===== src/rtl/program_memory_pkg.sv =====
// Shared CPU definitions: program store geometry and the load FSM state type.
// Used by program_memory, ProgramCounter and ControlUnit.
package program_memory_pkg;

  localparam int PROG_ADDR_W = 8;
  localparam int PROG_DATA_W = 8;

  typedef enum logic [2:0] {
    ST_IDLE  = 3'd0,
    ST_LEN   = 3'd1,
    ST_DATA  = 3'd2,
    ST_CHECK = 3'd3,
    ST_DONE  = 3'd4
  } prog_load_state_t;

endpackage


===== src/rtl/program_memory_if.sv =====
// Fetch port plus program load port of the program store.
// master = CPU/loader side, slave = program_memory.
interface program_memory_if #(
  parameter int ADDR_W = 8,
  parameter int DATA_W = 8
);

  logic [ADDR_W-1:0] memAddr;
  logic [DATA_W-1:0] memVal;
  // Load handshake: a byte moves on every rising clk edge where loadValid && loadReady;
  // loadData is don't-care otherwise, and the source may hold loadValid low for any time.
  logic              loadStart;
  logic              loadValid;
  logic [DATA_W-1:0] loadData;
  logic              loadReady;
  logic              cpuHold;
  logic              loadDone;
  logic              loadErr;

  modport master (
    output memAddr, loadStart, loadValid, loadData,
    input  memVal, loadReady, cpuHold, loadDone, loadErr
  );

  modport slave (
    input  memAddr, loadStart, loadValid, loadData,
    output memVal, loadReady, cpuHold, loadDone, loadErr
  );

endinterface


===== src/rtl/program_memory_array.sv =====
// Program store array: synchronous write, asynchronous read, no reset,
// so contents survive extRst and a RAM can be inferred.
module prog_mem_array #(
  parameter int ADDR_W = 8,
  parameter int DATA_W = 8
) (
  input  logic              clk,
  input  logic              i_we,
  input  logic [ADDR_W-1:0] i_waddr,
  input  logic [DATA_W-1:0] i_wdata,
  input  logic [ADDR_W-1:0] i_raddr,
  output logic [DATA_W-1:0] o_rdata
);

  logic [DATA_W-1:0] r_mem [0:(1<<ADDR_W)-1];

  always_ff @(posedge clk) begin
    if (i_we) r_mem[i_waddr] <= i_wdata;
  end

  assign o_rdata = r_mem[i_raddr];

endmodule


===== src/rtl/program_memory.sv =====
// Program store with a valid/ready loader that holds the CPU in reset while loading.
// Optional checksum byte and sticky loadErr when PROG_MEM_CHECKSUM_EN is defined.
module program_memory
  import program_memory_pkg::*;
#(
  parameter int ADDR_W = PROG_ADDR_W,
  parameter int DATA_W = PROG_DATA_W
) (
  input  logic              clk,
  input  logic              extRst,
  program_memory_if.slave   bus,
  output prog_load_state_t  o_state
);

  localparam logic [ADDR_W:0] ONE = {{ADDR_W{1'b0}}, 1'b1};

  prog_load_state_t  r_state;
  prog_load_state_t  w_next;
  logic [ADDR_W:0]   r_wr_ptr;
  logic [ADDR_W:0]   r_remaining;
  logic [ADDR_W-1:0] w_len_lo;
  logic [ADDR_W:0]   w_len;
  logic              w_xfer;
  logic              w_we;
  logic              w_ready;
  logic              w_hold;
  logic [DATA_W-1:0] w_rdata;

  // A length byte of 0 stands for the full depth, hence the extra counter bit.
  assign w_len_lo = ADDR_W'(bus.loadData);
  assign w_len    = (w_len_lo == '0) ? {1'b1, {ADDR_W{1'b0}}} : {1'b0, w_len_lo};

  assign w_ready = (r_state == ST_LEN) || (r_state == ST_DATA) || (r_state == ST_CHECK);
  assign w_hold  = (r_state != ST_IDLE);
  assign w_xfer  = bus.loadValid && w_ready;
  assign w_we    = w_xfer && (r_state == ST_DATA) && !r_wr_ptr[ADDR_W];

  assign bus.loadReady = w_ready;
  assign bus.cpuHold   = w_hold;
  assign bus.loadDone  = (r_state == ST_DONE);
  assign bus.memVal    = w_hold ? '0 : w_rdata;
  assign o_state       = r_state;

  always_comb begin
    w_next = r_state;
    case (r_state)
      ST_IDLE:  if (bus.loadStart) w_next = ST_LEN;
      ST_LEN:   if (w_xfer) w_next = ST_DATA;
      ST_DATA: begin
        if (w_xfer && (r_remaining == ONE)) begin
`ifdef PROG_MEM_CHECKSUM_EN
          w_next = ST_CHECK;
`else
          w_next = ST_DONE;
`endif
        end
      end
      ST_CHECK: if (w_xfer) w_next = ST_DONE;
      ST_DONE:  w_next = ST_IDLE;
      default:  w_next = ST_IDLE;
    endcase
  end

  always_ff @(posedge clk or posedge extRst) begin
    if (extRst) begin
      r_state     <= ST_IDLE;
      r_wr_ptr    <= '0;
      r_remaining <= '0;
    end else begin
      r_state <= w_next;
      if (r_state == ST_LEN && w_xfer) begin
        r_remaining <= w_len;
        r_wr_ptr    <= '0;
      end else if (w_we) begin
        r_wr_ptr    <= r_wr_ptr + ONE;
        r_remaining <= r_remaining - ONE;
      end
    end
  end

`ifdef PROG_MEM_CHECKSUM_EN
  logic [DATA_W-1:0] r_sum;
  logic              r_err;

  // The sum restarts with each length byte; loadErr lives until the next loadStart.
  always_ff @(posedge clk or posedge extRst) begin
    if (extRst) begin
      r_sum <= '0;
      r_err <= 1'b0;
    end else begin
      if (r_state == ST_IDLE && bus.loadStart) r_err <= 1'b0;
      if (r_state == ST_LEN && w_xfer) r_sum <= '0;
      else if (w_we) r_sum <= r_sum + bus.loadData;
      if (r_state == ST_CHECK && w_xfer && (bus.loadData != r_sum)) r_err <= 1'b1;
    end
  end

  assign bus.loadErr = r_err;
`else
  assign bus.loadErr = 1'b0;
`endif

  prog_mem_array #(
    .ADDR_W (ADDR_W),
    .DATA_W (DATA_W)
  ) u_array (
    .clk     (clk),
    .i_we    (w_we),
    .i_waddr (r_wr_ptr[ADDR_W-1:0]),
    .i_wdata (bus.loadData),
    .i_raddr (bus.memAddr),
    .o_rdata (w_rdata)
  );

endmodule


===== src/flat_wrapper.sv =====
// flat-port wrapper written by rule: the top's interface ports become plain ports
module program_memory_flat import program_memory_pkg::*;
#(
  parameter int ADDR_W = PROG_ADDR_W,
  parameter int DATA_W = PROG_DATA_W
)
  (clk, extRst, o_state, bus_memAddr, bus_loadStart, bus_loadValid, bus_loadData, bus_memVal, bus_loadReady, bus_cpuHold, bus_loadDone, bus_loadErr);
  program_memory_if #(.ADDR_W(ADDR_W), .DATA_W(DATA_W)) bus_i ();
  input  logic clk;
  input  logic extRst;
  output prog_load_state_t o_state;
  input wire logic [$bits(bus_i.memAddr)-1:0] bus_memAddr;
  input wire logic [$bits(bus_i.loadStart)-1:0] bus_loadStart;
  input wire logic [$bits(bus_i.loadValid)-1:0] bus_loadValid;
  input wire logic [$bits(bus_i.loadData)-1:0] bus_loadData;
  output wire logic [$bits(bus_i.memVal)-1:0] bus_memVal;
  output wire logic [$bits(bus_i.loadReady)-1:0] bus_loadReady;
  output wire logic [$bits(bus_i.cpuHold)-1:0] bus_cpuHold;
  output wire logic [$bits(bus_i.loadDone)-1:0] bus_loadDone;
  output wire logic [$bits(bus_i.loadErr)-1:0] bus_loadErr;
  assign bus_i.memAddr = bus_memAddr;
  assign bus_i.loadStart = bus_loadStart;
  assign bus_i.loadValid = bus_loadValid;
  assign bus_i.loadData = bus_loadData;
  assign bus_memVal = bus_i.memVal;
  assign bus_loadReady = bus_i.loadReady;
  assign bus_cpuHold = bus_i.cpuHold;
  assign bus_loadDone = bus_i.loadDone;
  assign bus_loadErr = bus_i.loadErr;
  program_memory #(.ADDR_W(ADDR_W), .DATA_W(DATA_W)) u_core (.clk(clk), .extRst(extRst), .bus(bus_i), .o_state(o_state));
endmodule

===== config.mk =====
export PLATFORM = sky130hd
export DESIGN_NAME = program_memory_flat
export DESIGN_NICKNAME = d
export VERILOG_FILES = /design/src/rtl/program_memory_pkg.sv /design/src/rtl/program_memory_if.sv /design/src/rtl/program_memory_array.sv /design/src/rtl/program_memory.sv /design/src/flat_wrapper.sv
export SDC_FILE = /design/constraint.sdc
export NUM_CORES = 2
export LEC_CHECK = 0
export CAP_MARGIN = 20
export CORE_MARGIN = 2
export CORE_UTILIZATION = 57
export DETAILED_ROUTE_END_ITERATION = 12
export PLACE_DENSITY = 0.76
export SLEW_MARGIN = 10
export SYNTH_ARGS = -nofsm -noshare
export SYNTH_HDL_FRONTEND = slang
export SYNTH_SLANG_ARGS = --single-unit

===== constraint.sdc =====
create_clock -name clk -period 3.7 [get_ports clk]
set_input_delay 0.925 -clock clk [delete_from_list [all_inputs] [get_ports clk]]
set_output_delay 0.925 -clock clk [all_outputs]
set_load 0.02 [all_outputs]

======== Word-level counts from Yosys, hierarchy flattened ========
Memories as Yosys holds them, arrays and structs flattened.
Cells that the tools add are included.
word-level totals
  register bits ........................... 21
  latch bits .............................. 0
  memory bits (writable) .................. 2048
  memory bits (read-only) ................. 0
  input bits .............................. 20
  output and inout bits ................... 15
  word-level logic and storage cells ...... 41
  memories kept ........................... 1
cells by class
  $add $sub $neg .......................... 2
  multiply operators ...................... 0
  div/mod/pow operators ................... 0
  $lt $le $gt $ge ......................... 0
  eq/ne operators ......................... 9
  shift-type cells ........................ 0
  muxes and demuxes ....................... 13
  bitwise operators ....................... 0
  reduce and logical (&&, ||, !) cells .... 13
memory list
  name                  words  bits a word  rd ports  clocked after Yosys merged registers in  write ports  line                        text
  u_core.u_array.r_mem  256    8            1         0                                        1            program_memory_array.sv:15  logic [DATA_W-1:0] r_mem [0:(1<<ADDR_W)-1];
operator list
  operator             number
  $mux 9               5
  $mux 3               4
  $pmux 3 s4           1
  $add 9x1->9 const B  1
  $eq 9x1->1 const B   1
  $sub 9x1->9 const B  1
  $logic_not 8->1      1
  $mux 8               1
  $eq 3x2->1 const B   2
  $logic_and 1x1->1    5
  $ne 2x1->1 const B   2
  $ne 2x2->1 const B   2
  $reduce_and 4->1     1
  $eq 3x1->1 const B   1
  $eq 3x3->1 const B   1
  $logic_not 3->1      1
  $reduce_bool 3->1    1
  $logic_or 1x1->1     2
  $mux 1               2
  $reduce_bool 2->1    1
  $logic_not 1->1      1

======== Depth between registers and ports, before layout ========
  depth after elaboration ................. 8
  gate-level depth with buffers ........... 12
  gate-level depth less buffers ........... 6

======== Modules after synthesis ========
From an unflattened synthesis, not the netlist that was laid out.
second synthesis, totals
  cells, all modules ...................... 3863
  area total of the unflattened synthesis .. 80643.6 um2
modules (own cells, without submodules)
  module          times used  cells an instance  area an instance (um2)  sequential area each (um2)
  prog_mem_array  1           3725               79396.1                 61499.0
  program_memory  1           138                1247.4                  525.5

======== Worst setup path before layout ========
Ideal clock, no wire load.
  kind .................................... input -> output
  from .................................... in bus_memAddr[0]
  to ...................................... out bus_memVal[2]
  arrival ................................. 2.883 ns
  data required time ...................... 2.775 ns
  slack ................................... -0.108 ns
  cell stages on the path ................. 9
  buffers on the path ..................... 3
  cell sequence ........................... buf_6 buf_12 buf_12 mux2i_1 o22ai_1 nor3_1 or4_1 a311o_1 o22ai_1
on the way
  word-level cells in the longest chain between the ends .. 2
RTL lines
  element          line                  text
  start, declared  flat_wrapper.sv:12    input wire logic [$bits(bus_i.memAddr)-1:0] bus_memAddr;
  $mem_v2 256x8    --
  $mux 8           program_memory.sv:41  assign bus.memVal = w_hold ? '0 : w_rdata;
  end, declared    flat_wrapper.sv:16    output wire logic [$bits(bus_i.memVal)-1:0] bus_memVal;
No other way between the ends.

======== Worst setup path in the final report ========
  from .................................... in bus_memAddr[0]
  to ...................................... out bus_memVal[3]
Same word-level chain as after synthesis.

==> results by stage <==
Placed design:
- The congestion estimate from routability-driven global placement came to 0.9438.
- The number of instances in the placed design is 6649.
- The worst setup timing slack at the placement stage is -1641 ps.
- The placed instances occupy a cell area of 89860 µm².
- The post-detailed-placement half-perimeter wirelength is 143600 µm.
- The number of buffer cells added on primary ports is 33.

Worst setup path:
- In this run the worst path has a maximum fanout of 7.
- The class of the most critical setup path is in -> out.
- The arrival time at the worst endpoint is 3540 ps.
- For the worst flop-to-flop path, the logic depth is 9.
- The slowest stage of the critical path is the sky130_fd_sc_hd__nand4_1 cell.
- STA puts the critical path data required time at 2770 ps.
- For this run, the slowest stage of the critical path takes 450 ps.
- The signal on the critical path passes through buf_16 > buf_6 > buf_16 > buf_6 > mux4_2 > o31ai_4 > a2111oi_4 > nand4_1 > o22ai_4 > buf_6 > buf_6.
- Broken down by cell family, the worst path's largest delay share belongs to compound AO/OA/AOI/OAI gates.
- The critical path depth is 11.
- The kind of end point of the critical path is an output pin.
- The most frequent cell on the critical path is sky130_fd_sc_hd__buf_6.
- The combined buffer and inverter count along the critical path is 6.
- The worst setup path is launched from an input pin.

STA:
- The final number of max-transition violations was 0.
- The worst path uses 120.8% of the clock period.
- The max-slew headroom at the worst pin is 10.10%.
- The fmax is 0.2238 GHz.
- Between clock sinks in the finished design, the worst skew comes to 58.33 ps.
- The final critical-path required period is 4469 ps.
- Setup repair after global routing could not meet its margin everywhere.
- For the pin with the worst max-slew slack, the measured transition is 1349 ps.
- The minimum setup slack in the final design is -768.5 ps.
- The number of hold violations in the final report is 0.
- Setup violations remaining at the end of the flow were counted as 8.

Synth:
- Summing the areas of all compound-gate instances in the mapped netlist gives 3.504% of the synthesized area.
- Counting distinct cell types in the post-synthesis netlist gives 70.
- After Yosys synthesis, XOR and XNOR cells account for 0.1075% of the synthesized area.
- The biggest area contributor in the post-synthesis netlist is sky130_fd_sc_hd__edfxtp_1.
- The post-synthesis instance area is 81450 µm².
- The arithmetic-cell share of the synthesized area counting full adders, half adders and majority gates is 0.09217%.
- The mean cell area of the mapped netlist is 19.72 µm².
- The net count after synthesis is 4157.
- Synthesis produced a netlist whose cell count is 4131.
- Counting flops with a built-in enable in the synthesized netlist gives 2048.
- Summed over its instances, the top area cell type makes up 75.51% of the synthesized netlist area.
- The total of flip-flops plus latches after synthesis is 2069.
- Yosys instantiated no cell more often than sky130_fd_sc_hd__edfxtp_1.
- The synthesized netlist devotes 3.900% of its cell area to simple gates.
- The synthesis warning total is 0.
- The proportion of register bits with asynchronous set or reset after synthesis is 1.015%.
- Sequential elements use 76.15% of the synthesized area.
- After synthesis, the most frequently instantiated cells are 2048 x sky130_fd_sc_hd__edfxtp_1, 339 x sky130_fd_sc_hd__mux4_2, 299 x sky130_fd_sc_hd__mux2i_1, 299 x sky130_fd_sc_hd__nor2_1, 130 x sky130_fd_sc_hd__nand2_1.
- After synthesis, the share of cell area in mux cells is 14.19%.
- By area the synthesized netlist is led by sky130_fd_sc_hd__edfxtp_1 76%, sky130_fd_sc_hd__mux4_2 9.4%, sky130_fd_sc_hd__mux2i_1 3.7%.
- The most common flop cell mapped by yosys is sky130_fd_sc_hd__edfxtp_1.
- By area, the combinational part of the netlist is dominated by multiplexers.

Die:
- The number of primary I/O pins is 35.
- The number of placement rows is 138.
- The floorplan step defined a die boundary enclosing 145900 µm².
- The die is 382.0 µm tall.
- From left edge to right edge, the die measures 382.0 µm.
- The placeable core region is 141800 µm².
- The effective utilization at floorplan is 57.46%.

Cells and area:
- The area used by multi-input combinational logic is 19030 µm².
- The finished cells cover 98760 µm².
- The area added between synthesis and finish is 21.26%.
- The end-of-flow core utilization is 69.67%.
- The filler cell count is 8061.
- In the final layout, the share of cells above drive strength 1 is 34.12%.
- The net count of the finished layout is 5057.
- The sequential cell area is 62020 µm².
- The finished layout holds 7090 standard cells, fillers aside.

Outcome:
- The run finished, with violations left.
- The final reports fail on negative setup slack.

Clocking:
- The depth of the CTS H-tree is 4.
- The total clock sinks is 2069.
- The clock tree from TritonCTS is built.
- For this design, the CTS-stage hold fixing added 0 buffers.
- The clock passes through at most 3 buffers.
- The number of buffers created by CTS is 196.
- The worst-skew pair later-pin latency is 860 ps.
- The CTS root buffer is sky130_fd_sc_hd__clkbuf_16.
- Clock-pin slew was measured on the worst setup and hold paths at 60 ps.

GRT:
- Entering global routing, the biggest net connects 130 pins.
- Global routing used 31.55% of the available tracks across all layers.
- The number of antenna violations at the first check in global routing is 8.
- The via count of the first global-routing pass was 46578.
- The first global-routing pass estimated 328300 µm of wire.
- The total overflow left after global routing is 0.

Job:
- Across the run, the number of max-cap violations was 0.

Power:
- The total power density per cell area is 516.4 nW/µm².
- The design internal power is 39260 µW.
- The net load switching power is 11750 µW.
- Combinational logic burns 9.0% of the power.
- The leakage power is 0.03318 µW.
- IR analysis of the VDD net gives a maximum drop of 0.0004624 V.
- The net switching fraction of the power is 23.03%.
- The sequential share of power is 50.9%.
- Summing internal, switching and leakage power gives 51010 µW.
- The clock network fraction of design power is 40.2%.

Detailed routing:
- Once detail routing completed, the nets flagged for antenna violations numbered 0.
- The aggregate routed wire length is 232700 µm.
- For this block, the via count after detailed routing is 47668.
- For this run, the detailed router's first-pass iteration total came to 5.
- The number of DRC violations after detailed-routing iteration 0 is 8106.
- In the final routed layout, each cell accounts on average for 32.83 µm.
- After detailed routing, the number of vias per cell comes to 6.723.
- The number of DRC violations after detailed routing is 0.

Hold path:
- Counting instances, the worst hold path has a depth of 1.
- The worst min-delay path class is reg -> reg.
## state kept, by name, summed over array words and instances, names as in the netlist
register / cells
u_core.o_state: 3
u_core.r_remaining: 9
u_core.r_wr_ptr: 9
u_core.u_array.r_mem: 2048
## metal layers
| metal | track usage [%] | share of wire, % | vias up |
|---|---|---|---|
| met4 | 14.66 | 5.4 | 16 |
| met2 | 48.96 | 47 | 3796 |
| met1 | 42.56 | 35 | 24274 |
| met5 | 0 | 0.044 | - |
| met3 | 7.911 | 12 | 735 |
| li1 | - | - | 18847 |
## path summary, 6_finish.rpt
kind                                              startpoint                                      to  slack, ps
max                                           bus_memAddr[0]                           bus_memVal[3]       -770
min reg2reg                u_core.r_remaining[6]$_DFFE_PP0P_       u_core.r_remaining[6]$_DFFE_PP0P_        540
max reg2reg                    u_core.o_state[2]$_DFFE_PP0P_  u_core.u_array.r_mem[211][4]$_DFFE_PP_        600
min in group asynchronous                             extRst          u_core.r_wr_ptr[4]$_DFFE_PP0P_        600
max in group asynchronous                             extRst       u_core.r_remaining[3]$_DFFE_PP0P_       2470
min                        u_core.r_remaining[6]$_DFFE_PP0P_       u_core.r_remaining[6]$_DFFE_PP0P_        540
## worst register-to-register path: stages, from the launching register on
cell                       delay (ps)
sky130_fd_sc_hd__dfrtp_1          400
sky130_fd_sc_hd__buf_4            140
sky130_fd_sc_hd__buf_4            150
sky130_fd_sc_hd__nand3b_1         220
sky130_fd_sc_hd__or3_1            580
sky130_fd_sc_hd__nor2_1           360
sky130_fd_sc_hd__nand2_1          310
sky130_fd_sc_hd__buf_4            270
sky130_fd_sc_hd__nor2_1           200
sky130_fd_sc_hd__buf_4            210
## cells by family after synthesis
kind of cell	after synthesis
compound gates	408
xor+xnor	10
fa+ha+maj	6
buf+inv	261
flops	2069
mux	683
other cells	1
simple gates	693
## stage by stage
stage / TNS, ps / hold WS (ps)
after floorplan: -18.22 / 470.5
after global placement: -10890 / 493.7
after detailed placement: -11030 / 496.9
after CTS: -4379 / 519.0
after global routing: -5066 / 524.8
final: -5221 / 541.2
## power groups by stage
| stage | registers, µW | logic, µW | clock network, µW |
|---|---|---|---|
| floorplan | 26400 | 1780 | 0 |
| global placement | 26400 | 3910 | 0 |
| detailed placement | 26400 | 3990 | 0 |
| CTS | 25900 | 4350 | 20600 |
| global route | 25900 | 4670 | 21400 |
| finish | 25900 | 4580 | 20500 |
## what timing repair did
action	4_1_cts	5_1_grt
gates cloned	10	0
buffers inserted	33	37
resized for setup	247	100
pin swaps	48	49
endpoints found under the setup margin	8	8
## layout make-up
class	instances	share of cell area [%]
diodes	3	0.007601
repair buffers	952	8.864
clock buffers	243	5.249
flip-flops and latches	2069	62.80
multi-input cells	1801	19.27
inverters	11	0.04434
well taps	1890	2.394
clock inverters	121	1.373
## placed cells by master (no fill, tap or decap), types with 24 or more instances in the layout
| cell type | n |
|---|---|
| sky130_fd_sc_hd__edfxtp_1 | 2048 |
| sky130_fd_sc_hd__buf_4 | 779 |
| sky130_fd_sc_hd__mux4_2 | 343 |
| sky130_fd_sc_hd__nor2_1 | 297 |
| sky130_fd_sc_hd__mux2i_1 | 287 |
| sky130_fd_sc_hd__clkbuf_16 | 198 |
| sky130_fd_sc_hd__nand2_1 | 116 |
| sky130_fd_sc_hd__buf_12 | 81 |
| sky130_fd_sc_hd__nor3_1 | 68 |
| sky130_fd_sc_hd__o221ai_1 | 62 |
| sky130_fd_sc_hd__a21oi_1 | 58 |
| sky130_fd_sc_hd__o22ai_1 | 48 |
| sky130_fd_sc_hd__o21ai_0 | 44 |
| sky130_fd_sc_hd__buf_6 | 44 |
| sky130_fd_sc_hd__clkbuf_1 | 39 |
| sky130_fd_sc_hd__a22oi_1 | 34 |
| sky130_fd_sc_hd__clkinv_1 | 34 |
| sky130_fd_sc_hd__clkinv_2 | 33 |
| sky130_fd_sc_hd__nand3_1 | 31 |
| sky130_fd_sc_hd__nand4_1 | 27 |
| sky130_fd_sc_hd__a211oi_1 | 25 |
| sky130_fd_sc_hd__mux4_1 | 24 |
| sky130_fd_sc_hd__bufinv_16 | 24 |
No activity file was read; power rests on OpenSTA's default activity.
